File: config.mk
export PLATFORM = sky130hd
export DESIGN_NAME = serial_port_flat
export DESIGN_NICKNAME = d
export VERILOG_FILES = /design/src/rtl/serial_port_if.sv /design/src/rtl/serial_port.sv /design/src/flat_wrapper.sv
export SDC_FILE = /design/constraint.sdc
export NUM_CORES = 1
export LEC_CHECK = 0
export CORE_MARGIN = 2
export CORE_UTILIZATION = 50
export CTS_BUF_LIST = sky130_fd_sc_hd__clkbuf_8
export CTS_CLUSTER_SIZE = 14
export DETAILED_ROUTE_END_ITERATION = 16
export GPL_TIMING_DRIVEN = 0
export MAX_ROUTING_LAYER = met4
export PLACE_DENSITY = 0.71
export REMOVE_ABC_BUFFERS = 1
export SYNTH_ARGS = -nofsm -noshare
export SYNTH_HDL_FRONTEND = slang
export SYNTH_SLANG_ARGS = --single-unit
File: constraint.sdc
create_clock -name clk -period 8.25 [get_ports clk]
set_input_delay 1.2375 -clock clk [delete_from_list [all_inputs] [get_ports clk]]
set_output_delay 1.2375 -clock clk [all_outputs]
set_load 0.03 [all_outputs]
File: src/rtl/serial_port_if.sv
// Processor-side handshake bundle for one serial_port channel:
// valid/ready towards the transmitter, valid/ack from the receiver.
interface serial_port_if #(
  parameter int DATA_W = 16
) ();
  logic [DATA_W-1:0] tx_data;
  logic              tx_valid;
  logic              tx_ready;
  logic [DATA_W-1:0] rx_data;
  logic              rx_valid;
  logic              rx_ack;
  logic              rx_overrun;
  logic              rx_frame_err;

  // Processor / bus side
  modport master (
    output tx_data, tx_valid, rx_ack,
    input  tx_ready, rx_data, rx_valid, rx_overrun, rx_frame_err
  );

  // Peripheral side
  modport slave (
    input  tx_data, tx_valid, rx_ack,
    output tx_ready, rx_data, rx_valid, rx_overrun, rx_frame_err
  );
endinterface

File: src/rtl/serial_port.sv
// Framed serial port: start bit, DATA_W data bits, stop bit.
// Independent TX and RX engines sharing only the bit-period / bit-order
// configuration inputs, each latched at the start of its own frame.
module serial_port #(
  parameter int DATA_W = 16,
  parameter int DIV_W  = 8
) (
  input  logic             clk,
  input  logic             reset,
  input  logic [DIV_W-1:0] cfg_div,
  input  logic             cfg_msb_first,
  output logic             Serial_output,
  input  logic             Serial_input,
  serial_port_if.slave     bus
);

  localparam int CNT_W = $clog2(DATA_W + 1);

  typedef enum logic [1:0] {
    S_IDLE,
    S_START,
    S_DATA,
    S_STOP
  } state_t;

  // Effective bit period minus one (P-1), clamped so that P >= 4.
  logic [DIV_W-1:0] w_div_eff;
  // floor(P/2) = floor((w_div_eff+1)/2), computed without overflow.
  logic [DIV_W-1:0] w_half;

  assign w_div_eff = (cfg_div < DIV_W'(3)) ? DIV_W'(3) : cfg_div;
  assign w_half    = (w_div_eff >> 1) + {{(DIV_W-1){1'b0}}, w_div_eff[0]};

  // ---------------------------------------------------------------------
  // Transmitter
  // ---------------------------------------------------------------------
  state_t            r_tx_state;
  logic              r_tx_line;
  logic              r_tx_ready;
  logic [DIV_W-1:0]  r_tx_cnt;
  logic [DIV_W-1:0]  r_tx_div;
  logic              r_tx_msb;
  logic [DATA_W-1:0] r_tx_shift;
  logic [CNT_W-1:0]  r_tx_bits;

  logic              w_tx_bit;
  logic [DATA_W-1:0] w_tx_next;

  assign w_tx_bit  = r_tx_msb ? r_tx_shift[DATA_W-1] : r_tx_shift[0];
  assign w_tx_next = r_tx_msb ? (r_tx_shift << 1) : (r_tx_shift >> 1);

  // TX frame sequencer; line and ready are registered so they change together.
  always_ff @(posedge clk or posedge reset) begin
    if (reset) begin
      r_tx_state <= S_IDLE;
      r_tx_line  <= 1'b1;
      r_tx_ready <= 1'b1;
      r_tx_cnt   <= '0;
      r_tx_div   <= '0;
      r_tx_msb   <= 1'b0;
      r_tx_shift <= '0;
      r_tx_bits  <= '0;
    end else begin
      case (r_tx_state)
        S_IDLE: begin
          if (bus.tx_valid) begin
            r_tx_state <= S_START;
            r_tx_line  <= 1'b0;
            r_tx_ready <= 1'b0;
            r_tx_cnt   <= w_div_eff;
            r_tx_div   <= w_div_eff;
            r_tx_msb   <= cfg_msb_first;
            r_tx_shift <= bus.tx_data;
          end
        end
        S_START: begin
          if (r_tx_cnt == '0) begin
            r_tx_state <= S_DATA;
            r_tx_cnt   <= r_tx_div;
            r_tx_line  <= w_tx_bit;
            r_tx_shift <= w_tx_next;
            r_tx_bits  <= CNT_W'(DATA_W - 1);
          end else begin
            r_tx_cnt <= r_tx_cnt - 1'b1;
          end
        end
        S_DATA: begin
          if (r_tx_cnt == '0) begin
            r_tx_cnt <= r_tx_div;
            if (r_tx_bits == '0) begin
              r_tx_state <= S_STOP;
              r_tx_line  <= 1'b1;
            end else begin
              r_tx_line  <= w_tx_bit;
              r_tx_shift <= w_tx_next;
              r_tx_bits  <= r_tx_bits - 1'b1;
            end
          end else begin
            r_tx_cnt <= r_tx_cnt - 1'b1;
          end
        end
        S_STOP: begin
          if (r_tx_cnt == '0) begin
            r_tx_state <= S_IDLE;
            r_tx_ready <= 1'b1;
          end else begin
            r_tx_cnt <= r_tx_cnt - 1'b1;
          end
        end
        default: begin
          r_tx_state <= S_IDLE;
          r_tx_line  <= 1'b1;
          r_tx_ready <= 1'b1;
        end
      endcase
    end
  end

  assign Serial_output = r_tx_line;
  assign bus.tx_ready  = r_tx_ready;

  // ---------------------------------------------------------------------
  // Receiver
  // ---------------------------------------------------------------------
  logic [1:0] r_sync;
  logic       w_rx_in;

  // Two-flop synchroniser for the asynchronous line; idles high.
  always_ff @(posedge clk or posedge reset) begin
    if (reset) r_sync <= 2'b11;
    // NOTE: non-blocking assignment keeps each flop one stage behind the other.
    else       r_sync <= {r_sync[0], Serial_input};
  end

  assign w_rx_in = r_sync[1];

  state_t            r_rx_state;
  logic              r_rx_armed;
  logic [DIV_W-1:0]  r_rx_cnt;
  logic [DIV_W-1:0]  r_rx_div;
  logic              r_rx_msb;
  logic [DATA_W-1:0] r_rx_shift;
  logic [CNT_W-1:0]  r_rx_bits;
  logic [DATA_W-1:0] r_rx_data;
  logic              r_rx_valid;
  logic              r_rx_overrun;
  logic              r_rx_frame_err;

  logic [DATA_W-1:0] w_rx_next;

  assign w_rx_next = r_rx_msb
                   ? ((r_rx_shift << 1) | DATA_W'(w_rx_in))
                   : ((r_rx_shift >> 1) | (DATA_W'(w_rx_in) << (DATA_W - 1)));

  // RX frame sequencer plus the delivery / acknowledge bookkeeping.
  always_ff @(posedge clk or posedge reset) begin
    if (reset) begin
      r_rx_state     <= S_IDLE;
      r_rx_armed     <= 1'b1;
      r_rx_cnt       <= '0;
      r_rx_div       <= '0;
      r_rx_msb       <= 1'b0;
      r_rx_shift     <= '0;
      r_rx_bits      <= '0;
      r_rx_data      <= '0;
      r_rx_valid     <= 1'b0;
      r_rx_overrun   <= 1'b0;
      r_rx_frame_err <= 1'b0;
    end else begin
      // Consumer takes the word; a delivery in this same cycle overrides
      // these clears because its assignments come later in the block.
      if (bus.rx_ack && r_rx_valid) begin
        r_rx_valid     <= 1'b0;
        r_rx_overrun   <= 1'b0;
        r_rx_frame_err <= 1'b0;
      end

      case (r_rx_state)
        S_IDLE: begin
          if (!r_rx_armed) begin
            // After a frame, wait for a high line before looking for a start.
            r_rx_armed <= w_rx_in;
          end else if (!w_rx_in) begin
            r_rx_state <= S_START;
            r_rx_cnt   <= w_half;
            r_rx_div   <= w_div_eff;
            r_rx_msb   <= cfg_msb_first;
          end
        end
        S_START: begin
          if (r_rx_cnt == '0) begin
            if (w_rx_in) begin
              r_rx_state <= S_IDLE;  // glitch, not a start bit
            end else begin
              r_rx_state <= S_DATA;
              r_rx_cnt   <= r_rx_div;
              r_rx_bits  <= CNT_W'(DATA_W - 1);
            end
          end else begin
            r_rx_cnt <= r_rx_cnt - 1'b1;
          end
        end
        S_DATA: begin
          if (r_rx_cnt == '0) begin
            r_rx_shift <= w_rx_next;
            r_rx_cnt   <= r_rx_div;
            if (r_rx_bits == '0) r_rx_state <= S_STOP;
            else                 r_rx_bits  <= r_rx_bits - 1'b1;
          end else begin
            r_rx_cnt <= r_rx_cnt - 1'b1;
          end
        end
        S_STOP: begin
          if (r_rx_cnt == '0) begin
            r_rx_state <= S_IDLE;
            r_rx_armed <= w_rx_in;
            r_rx_data  <= r_rx_shift;
            r_rx_valid <= 1'b1;
            if (r_rx_valid && !bus.rx_ack) begin
              // Unread word is being overwritten: flags accumulate.
              r_rx_overrun   <= 1'b1;
              r_rx_frame_err <= r_rx_frame_err | ~w_rx_in;
            end else begin
              // Slot empty or freed this cycle: flags describe the new frame only.
              r_rx_overrun   <= 1'b0;
              r_rx_frame_err <= ~w_rx_in;
            end
          end else begin
            r_rx_cnt <= r_rx_cnt - 1'b1;
          end
        end
        default: begin
          r_rx_state <= S_IDLE;
        end
      endcase
    end
  end

  assign bus.rx_data      = r_rx_data;
  assign bus.rx_valid     = r_rx_valid;
  assign bus.rx_overrun   = r_rx_overrun;
  assign bus.rx_frame_err = r_rx_frame_err;

endmodule
File: src/flat_wrapper.sv
// flat-port wrapper written by rule: the top's interface ports become plain ports
module serial_port_flat 
#(
  parameter int DATA_W = 16,
  parameter int DIV_W  = 8
)
  (clk, reset, cfg_div, cfg_msb_first, Serial_output, Serial_input, bus_tx_data, bus_tx_valid, bus_rx_ack, bus_tx_ready, bus_rx_data, bus_rx_valid, bus_rx_overrun, bus_rx_frame_err);
  serial_port_if #(.DATA_W(DATA_W)) bus_i ();
  input  logic clk;
  input  logic reset;
  input  logic [DIV_W-1:0] cfg_div;
  input  logic cfg_msb_first;
  output logic Serial_output;
  input  logic Serial_input;
  input wire logic [$bits(bus_i.tx_data)-1:0] bus_tx_data;
  input wire logic [$bits(bus_i.tx_valid)-1:0] bus_tx_valid;
  input wire logic [$bits(bus_i.rx_ack)-1:0] bus_rx_ack;
  output wire logic [$bits(bus_i.tx_ready)-1:0] bus_tx_ready;
  output wire logic [$bits(bus_i.rx_data)-1:0] bus_rx_data;
  output wire logic [$bits(bus_i.rx_valid)-1:0] bus_rx_valid;
  output wire logic [$bits(bus_i.rx_overrun)-1:0] bus_rx_overrun;
  output wire logic [$bits(bus_i.rx_frame_err)-1:0] bus_rx_frame_err;
  assign bus_i.tx_data = bus_tx_data;
  assign bus_i.tx_valid = bus_tx_valid;
  assign bus_i.rx_ack = bus_rx_ack;
  assign bus_tx_ready = bus_i.tx_ready;
  assign bus_rx_data = bus_i.rx_data;
  assign bus_rx_valid = bus_i.rx_valid;
  assign bus_rx_overrun = bus_i.rx_overrun;
  assign bus_rx_frame_err = bus_i.rx_frame_err;
  serial_port #(.DATA_W(DATA_W), .DIV_W(DIV_W)) u_core (.clk(clk), .reset(reset), .cfg_div(cfg_div), .cfg_msb_first(cfg_msb_first), .Serial_output(Serial_output), .Serial_input(Serial_input), .bus(bus_i));
endmodule
==> results of run 1 <==
Yosys cell counts (3+ instances only):
cell type	number
a211oi_1	3
a21boi_0	4
a21oi_1	38
a221o_1	5
a221oi_1	3
a31oi_1	6
a32o_1	3
buf_1	4
buf_2	5
clkbuf_1	16
dfrtp_1	99
dfstp_2	5
ha_1	18
inv_1	34
mux2_1	3
mux2_2	34
mux2_4	10
mux2i_1	33
nand2_1	52
nand2_2	3
nand2b_1	6
nand3_1	14
nor2_1	36
nor3_1	13
nor4_1	3
o21ai_0	47
o22a_1	3
o22ai_1	9
or3_1	7
xor2_1	4
stage by stage:
stage	power (mW)	area, um2	hold WS [ns]	worst slack (ns)	utilization
2_1_floorplan	1.692	5683	0.3452	4.289	-
3_3_place_gp	1.908	6362	0.3482	2.711	0.5572
3_5_place_dp	1.955	6392	0.3488	3.814	0.5598
4_1_cts	2.355	6643	0.3629	4.211	0.5817
5_1_grt	2.520	6645	0.3694	4.003	0.5820
6_report	2.348	6645	0.3616	4.229	0.5820
cells by family (layout without fill, tap and decap cells):
| kind of cell | count (synthesis) | in the layout | share of synthesized area |
|---|---|---|---|
| adders and majority gates | 18 | 18 | 0.03861 |
| and+or+nand+nor | 152 | 152 | 0.1315 |
| muxes | 80 | 80 | 0.1538 |
| AOI/OAI and AO/OA | 153 | 153 | 0.1722 |
| buffers and inverters | 63 | 101 | 0.04762 |
| DFF | 104 | 104 | 0.4472 |
| xor gates and xnor gates | 6 | 6 | 0.009009 |
layout by cell type, fill, tap and decap left out, drive strengths merged, types with 7 or more instances in the layout:
master         Yosys  routed
mux2              47      47
nor3              14      14
o21ai             50      50
clkdlybuf4s50      0      50
nor2              38      38
mux2i             33      33
a21oi             39      39
nand2             55      55
dfrtp             99      99
inv               34      36
o22ai              9       9
or3                7       7
ha                18      18
clkbuf            16       9
nand3             14      14
cell type report:
cell class,instances,area [um2],share of cell area
multi-input combinational,409,2949,0.4438
sequential,104,2609,0.3926
timing repair buffer,51,528.0,0.07946
tap,143,178.9,0.02693
inverter,34,130.1,0.01958
clock inverter,7,126.4,0.01902
clock buffer,9,123.9,0.01864
metal layers:
metal  vias up  wire (um)  track usage
met4         0        168      0.05691
met5         -          0            -
met2       105       5994       0.3398
met1      2162       5673       0.2728
li1       2145          -            -
met3        16        579      0.05724
power by group:
part | leakage [nW] | internal [mW] | switching, mW | total [mW]
clock | 0.122 | 0.205 | 0.189 | 0.394
sequential | 1.28 | 0.661 | 0.173 | 0.833
combinational | 1.49 | 0.532 | 0.589 | 1.12
total | 2.89 | 1.40 | 0.951 | 2.35
critical path, stage by stage:
cell             delay [ns]
clkdlybuf4s50_1        0.59
or4_1                  0.57
nor3_1                 0.22
nor2_1                 0.14
inv_1                  0.09
ha_1                   0.19
ha_1                   0.22
inv_1                  0.05
or3_1                  0.36
xor2_1                 0.19
a21oi_1                0.10
a221o_1                0.35
registers in the layout, summed over array words and instances (netlist names), 2 cells and up, named ones only:
register / flops
u_core.r_rx_div: 8
u_core.r_rx_cnt: 8
u_core.r_tx_cnt: 8
u_core.bus.rx_data: 16
u_core.r_rx_shift: 16
u_core.r_tx_div: 8
u_core.r_sync: 2
u_core.r_tx_shift: 16
u_core.r_tx_state: 2
u_core.r_rx_bits: 5
u_core.r_tx_bits: 5
worst max-delay path by stage:
stage               startpoint                 end  depth (start not counted)
global route        cfg_div[3]  u_core.r_rx_cnt[6]                         12
floorplan                reset           async pin                          1
CTS                 cfg_div[3]  u_core.r_rx_cnt[6]                         12
finish              cfg_div[3]  u_core.r_rx_cnt[6]                         12
global placement         reset  u_core.r_rx_cnt[4]                          2
detailed placement  cfg_div[3]  u_core.r_rx_cnt[6]                         12
==> flow_summary_export.csv, run 1 <==
group,metric,value,unit
synthesis,ys_ff_latch,104,
final_layout,diodes,0,
placed_design,port_buffers,50,
route,wl_per_cell,16.40,um
min_path,whs_endpoint,"u_core.r_sync[1]",
worst_setup_path,rr_worst_depth,7,
route,vias,4428,
min_path,hold_class,"flop to flop",
clock_tree,cts_buffer_depth,2,
route,route.detailed.drc,0,
floorplan,start_util,0.5108,
pwr,powerDensity,353.4,nW/um2
synthesis,synth_seq_area_share,0.4472,
worst_setup_path,cp.required,8.53,ns
synthesis,netlist_instances,576,
synthesis,synth_top_area_frac,0.4247,
synthesis,synth_edf_count,0,
final_layout,final_cells,757,
clock_tree,postCtsHoldBufs,0,
floorplan,die-width,112.0,um
route,wl,12420,um
synthesis,synth_ff_type,"dfrtp_1",
final_layout,nets,657,
sta,slew_headroom,0.4040,
min_path,holdPathStages,0,
pwr,leakagePower,2.891,nW
sta,finalHoldViolCount,0,
route,detail-route-antenna-nets,0,
flow_run,max_cap_viol_count,0,
global_route,grt_overflow,0,
global_route,track_usage,0.2133,
min_path,hp-start,"u_core.r_sync[0]",
synthesis,synth_area_leader_cell,"dfrtp_1",
clock_tree,ctsRootBufferMaster,"clkbuf_8",
floorplan,die_y,112.0,um
synthesis,yosysWarnings,0,
route,first_pass_iters,4,
clock_tree,cts_setup_buffers,0,
clock_tree,clock-sinks,104,
worst_setup_path,cp.arrival,4.30,ns
sta,min_period,4.021,ns
placed_design,hpwl,8597,um
route,first_iter_violations,329,
sta,rsz0062_at_grt,"no",
synthesis,yosys-top-cells-area,"dfrtp_1, mux2_2, mux2i_1",
sta,fin_worst_skew,0.01783,ns
worst_setup_path,crit_path_start_kind,"primary input",
worst_setup_path,r2r_setup_slack,5.56,ns
synthesis,avgSynthCellArea,10.13,um2
sta,final.setup.tns,0,ns
floorplan,io-pin-count,51,
route,via_per_inst,5.849,
clock_tree,clk-insertion-delay-late,0.40,ns
floorplan,rows,39,
worst_setup_path,cp-end-kind,"flop",
clock_tree,cts_tree,"built",
placed_design,dp.cells,741,
final_layout,fill_cells,963,
synthesis,async_reset_ff_frac,1.000,
floorplan,dieArea,12550,um2
global_route,grt_pass1_wl,21380,um
sta,worst_pin_slew,0.8919,ns
final_layout,drive_gt1_frac,0.1417,
global_route,grt_pass1_vias,4396,
clock_tree,ctsResizeCount,0,
final_layout,synthToLayoutAreaGrowth,13.92,%
worst_setup_path,r2r-start,"u_core.r_rx_cnt[0]",
synthesis,ys_types,72,
clock_tree,path_clk_slew,0.10,ns
clock_tree,cts_buffers,9,
sta,drv_slew,0,
global_route,antenna_found_initial,0,
floorplan,core,11420,um2
status,outcome,"finished, final reports clean",
pwr,irDropWorstVdd,0.2664,mV
synthesis,netlist_area,5833,um2
worst_setup_path,cp_max_fo,8,
placed_design,gp_congestion,0.9040,
worst_setup_path,r2r-end,"u_core.r_rx_bits[1]",
global_route,grt_max_degree,69,
clock_tree,htreeDepth,3,
sta,setup_violations,0,
sta,fmax,248.7,MHz
sta,fin_crit_sh,0.4874,
worst_setup_path,critPathKind,"primary input to flop",
Note: power is estimated with default switching activity, not from simulation.
==> run 2: changes to the inputs <==
- PLACE_DENSITY: 0.71 -> 0.73
- clock period: 8.25 -> 3.4 ns (I/O delays scaled with it)
==> run 2 against run 1 <==
Die area is the same. Final area shrank 0.72%. Final cell count is the same. Flip-flop and latch count is the same. Worst hold slack is essentially flat. Clock power grew 98%. Sequential power grew 140%. Clock skew is essentially flat. Via count grew 1.8%. Core utilization shrank 0.42 points. Register-to-register slack lost 4.8 ns. Global-route usage grew 0.37 points.
==> flow_summary_export.csv, run 2 (same netlist as run 1, synthesis figures left out) <==
group,metric,value,unit
sta,finalHoldViolCount,0,
clock_tree,path_clk_slew,0.11,ns
final_layout,multi_input_area,2954,um2
floorplan,core,11420,um2
clock_tree,postCtsHoldBufs,0,
floorplan,die-width,112.0,um
worst_setup_path,path_delay_family,"simple AND/OR/NAND/NOR gates",
global_route,antenna_found_initial,0,
clock_tree,cts_tree,"built",
placed_design,place_ws,-0.3311,ns
final_layout,mostFrequentLayoutCells,"dfrtp_1, nand2_1, clkdlybuf4s50_1, o21ai_0, a21oi_1",
flow_run,max_cap_viol_count,0,
clock_tree,cts_buffer_depth,2,
worst_setup_path,cp_slowest_cell,"or4_1",
route,wl_per_cell,16.72,um
global_route,grt_pass1_wl,21510,um
final_layout,nets,657,
sta,setup_violations,0,
worst_setup_path,crit_buf_inv,3,
final_layout,synthToLayoutAreaGrowth,13.11,%
sta,fmax,316.6,MHz
sta,rsz0062_at_grt,"no",
sta,drv_slew,0,
status,outcome,"finished, final reports clean",
worst_setup_path,crit_cells,12,
clock_tree,clk-insertion-delay-late,0.40,ns
clock_tree,htreeDepth,3,
sta,fin_worst_skew,0.01748,ns
global_route,grt_pass1_vias,4499,
floorplan,dieArea,12550,um2
clock_tree,clock-sinks,104,
route,vias,4507,
pwr,leakagePower,2.878,nW
clock_tree,cts_setup_buffers,0,
sta,whs,0.3620,ns
final_layout,fill_cells,978,
worst_setup_path,cp.arrival,3.46,ns
placed_design,hpwl,8591,um
placed_design,port_buffers,50,
final_layout,finish.utilization,0.5778,
clock_tree,cts_buffers,9,
pwr,powerDensity,838.9,nW/um2
route,wl,12650,um
placed_design,gp_congestion,0.8573,
worst_setup_path,rr_worst_depth,7,
worst_setup_path,crit_chain,"clkdlybuf4s50_1 -> or4_1 -> nor3_2 -> nor2_1 -> inv_1 -> ha_1 -> ha_1 -> inv_1 -> or3_1 -> xor2_1 -> a21oi_1 -> a221o_1",
global_route,track_usage,0.2170,
worst_setup_path,startpoint,"cfg_div[4]",
final_layout,final_common_cell,"dfrtp_1",
worst_setup_path,r2r-start,"u_core.r_rx_cnt[0]",
route,detail-route-antenna-nets,0,
worst_setup_path,critPathMaxStageDelay,0.58,ns
worst_setup_path,critPathKind,"primary input to flop",
final_layout,drive_gt1_frac,0.1433,
sta,setup_ws,0.2411,ns
pwr,irDropWorstVdd,0.6369,mV
global_route,grt_overflow,0,
global_route,grt_max_degree,72,
worst_setup_path,crit_path_start_kind,"primary input",
worst_setup_path,crit_path_end,"u_core.r_rx_cnt[6]",
sta,min_period,3.159,ns
clock_tree,ctsRootBufferMaster,"clkbuf_8",
worst_setup_path,cp-end-kind,"flop",
route,first_iter_violations,292,
final_layout,diodes,0,
sta,fin_crit_sh,0.9291,
final_layout,register_area,2609,um2
route,route.detailed.drc,0,
worst_setup_path,cp_max_fo,7,
route,via_per_inst,5.954,
floorplan,die_y,112.0,um
sta,slew_headroom,0.3924,
floorplan,io-pin-count,51,
sta,worst_pin_slew,0.9092,ns
worst_setup_path,r2r_setup_slack,0.72,ns
route,first_pass_iters,5,
worst_setup_path,r2r-end,"u_core.r_rx_bits[1]",
floorplan,start_util,0.5108,
sta,final.setup.tns,0,ns
min_path,hold_class,"flop to flop",
worst_setup_path,cp.required,3.70,ns
clock_tree,ctsResizeCount,0,
floorplan,rows,39,
run 2: cell types whose count changed in the layout (fill, tap and decap cells not counted):
cell and delta:
bufinv_16 -3, clkinv_2 +1, nor3_1 -1, nor3_2 +1
clkdlybuf4s50_1 -1, clkinv_8 +1, clkinv_4 -1, dlymetal6s2s_1 +1
inv_8 +2
run 2: area by class of cell:
cell class,instances,area share
clock buffer,9,0.01877
clock inverter,7,0.01081
inverter,34,0.01972
multi-input combinational,409,0.4478
sequential,104,0.3954
tap,143,0.02712
timing repair buffer,51,0.08041
run 2: power breakdown:
| part | switching (mW) | internal (mW) |
|---|---|---|
| Clock | 0.490 | 0.289 |
| Combinational | 1.44 | 1.29 |
| Sequential | 0.423 | 1.60 |
run 2: how the worst min path moves through the flow:
stage                                  end  cells after the start              from  slack, ns
after floorplan           u_core.r_sync[1]                      0  u_core.r_sync[0]       0.35
after global placement    u_core.r_sync[1]                      0  u_core.r_sync[0]       0.35
after detailed placement  u_core.r_sync[1]                      0  u_core.r_sync[0]       0.35
after CTS                 u_core.r_sync[1]                      0  u_core.r_sync[0]       0.36
after global routing      u_core.r_sync[1]                      0  u_core.r_sync[0]       0.37
final                     u_core.r_sync[1]                      0  u_core.r_sync[0]       0.36
run 2: routing by layer:
layer	vias up	track usage	wire (um)	share of wire
met2	136	0.3451	6058	0.48
met1	2214	0.2761	5737	0.45
met4	0	0.06260	146	0.012
li1	2143	-	-	-
met5	-	-	0	0
met3	14	0.05832	712	0.056
run 2: metrics by stage:
step | area (um2) | std cells | power, mW
2_1_floorplan | 5683 | 547 | 4.106
3_3_place_gp | 6362 | 740 | 4.624
4_1_cts | 6588 | 757 | 5.524
6_report | 6598 | 757 | 5.534
5_1_grt | 6598 | 757 | 5.953
3_5_place_dp | 6392 | 741 | 4.733
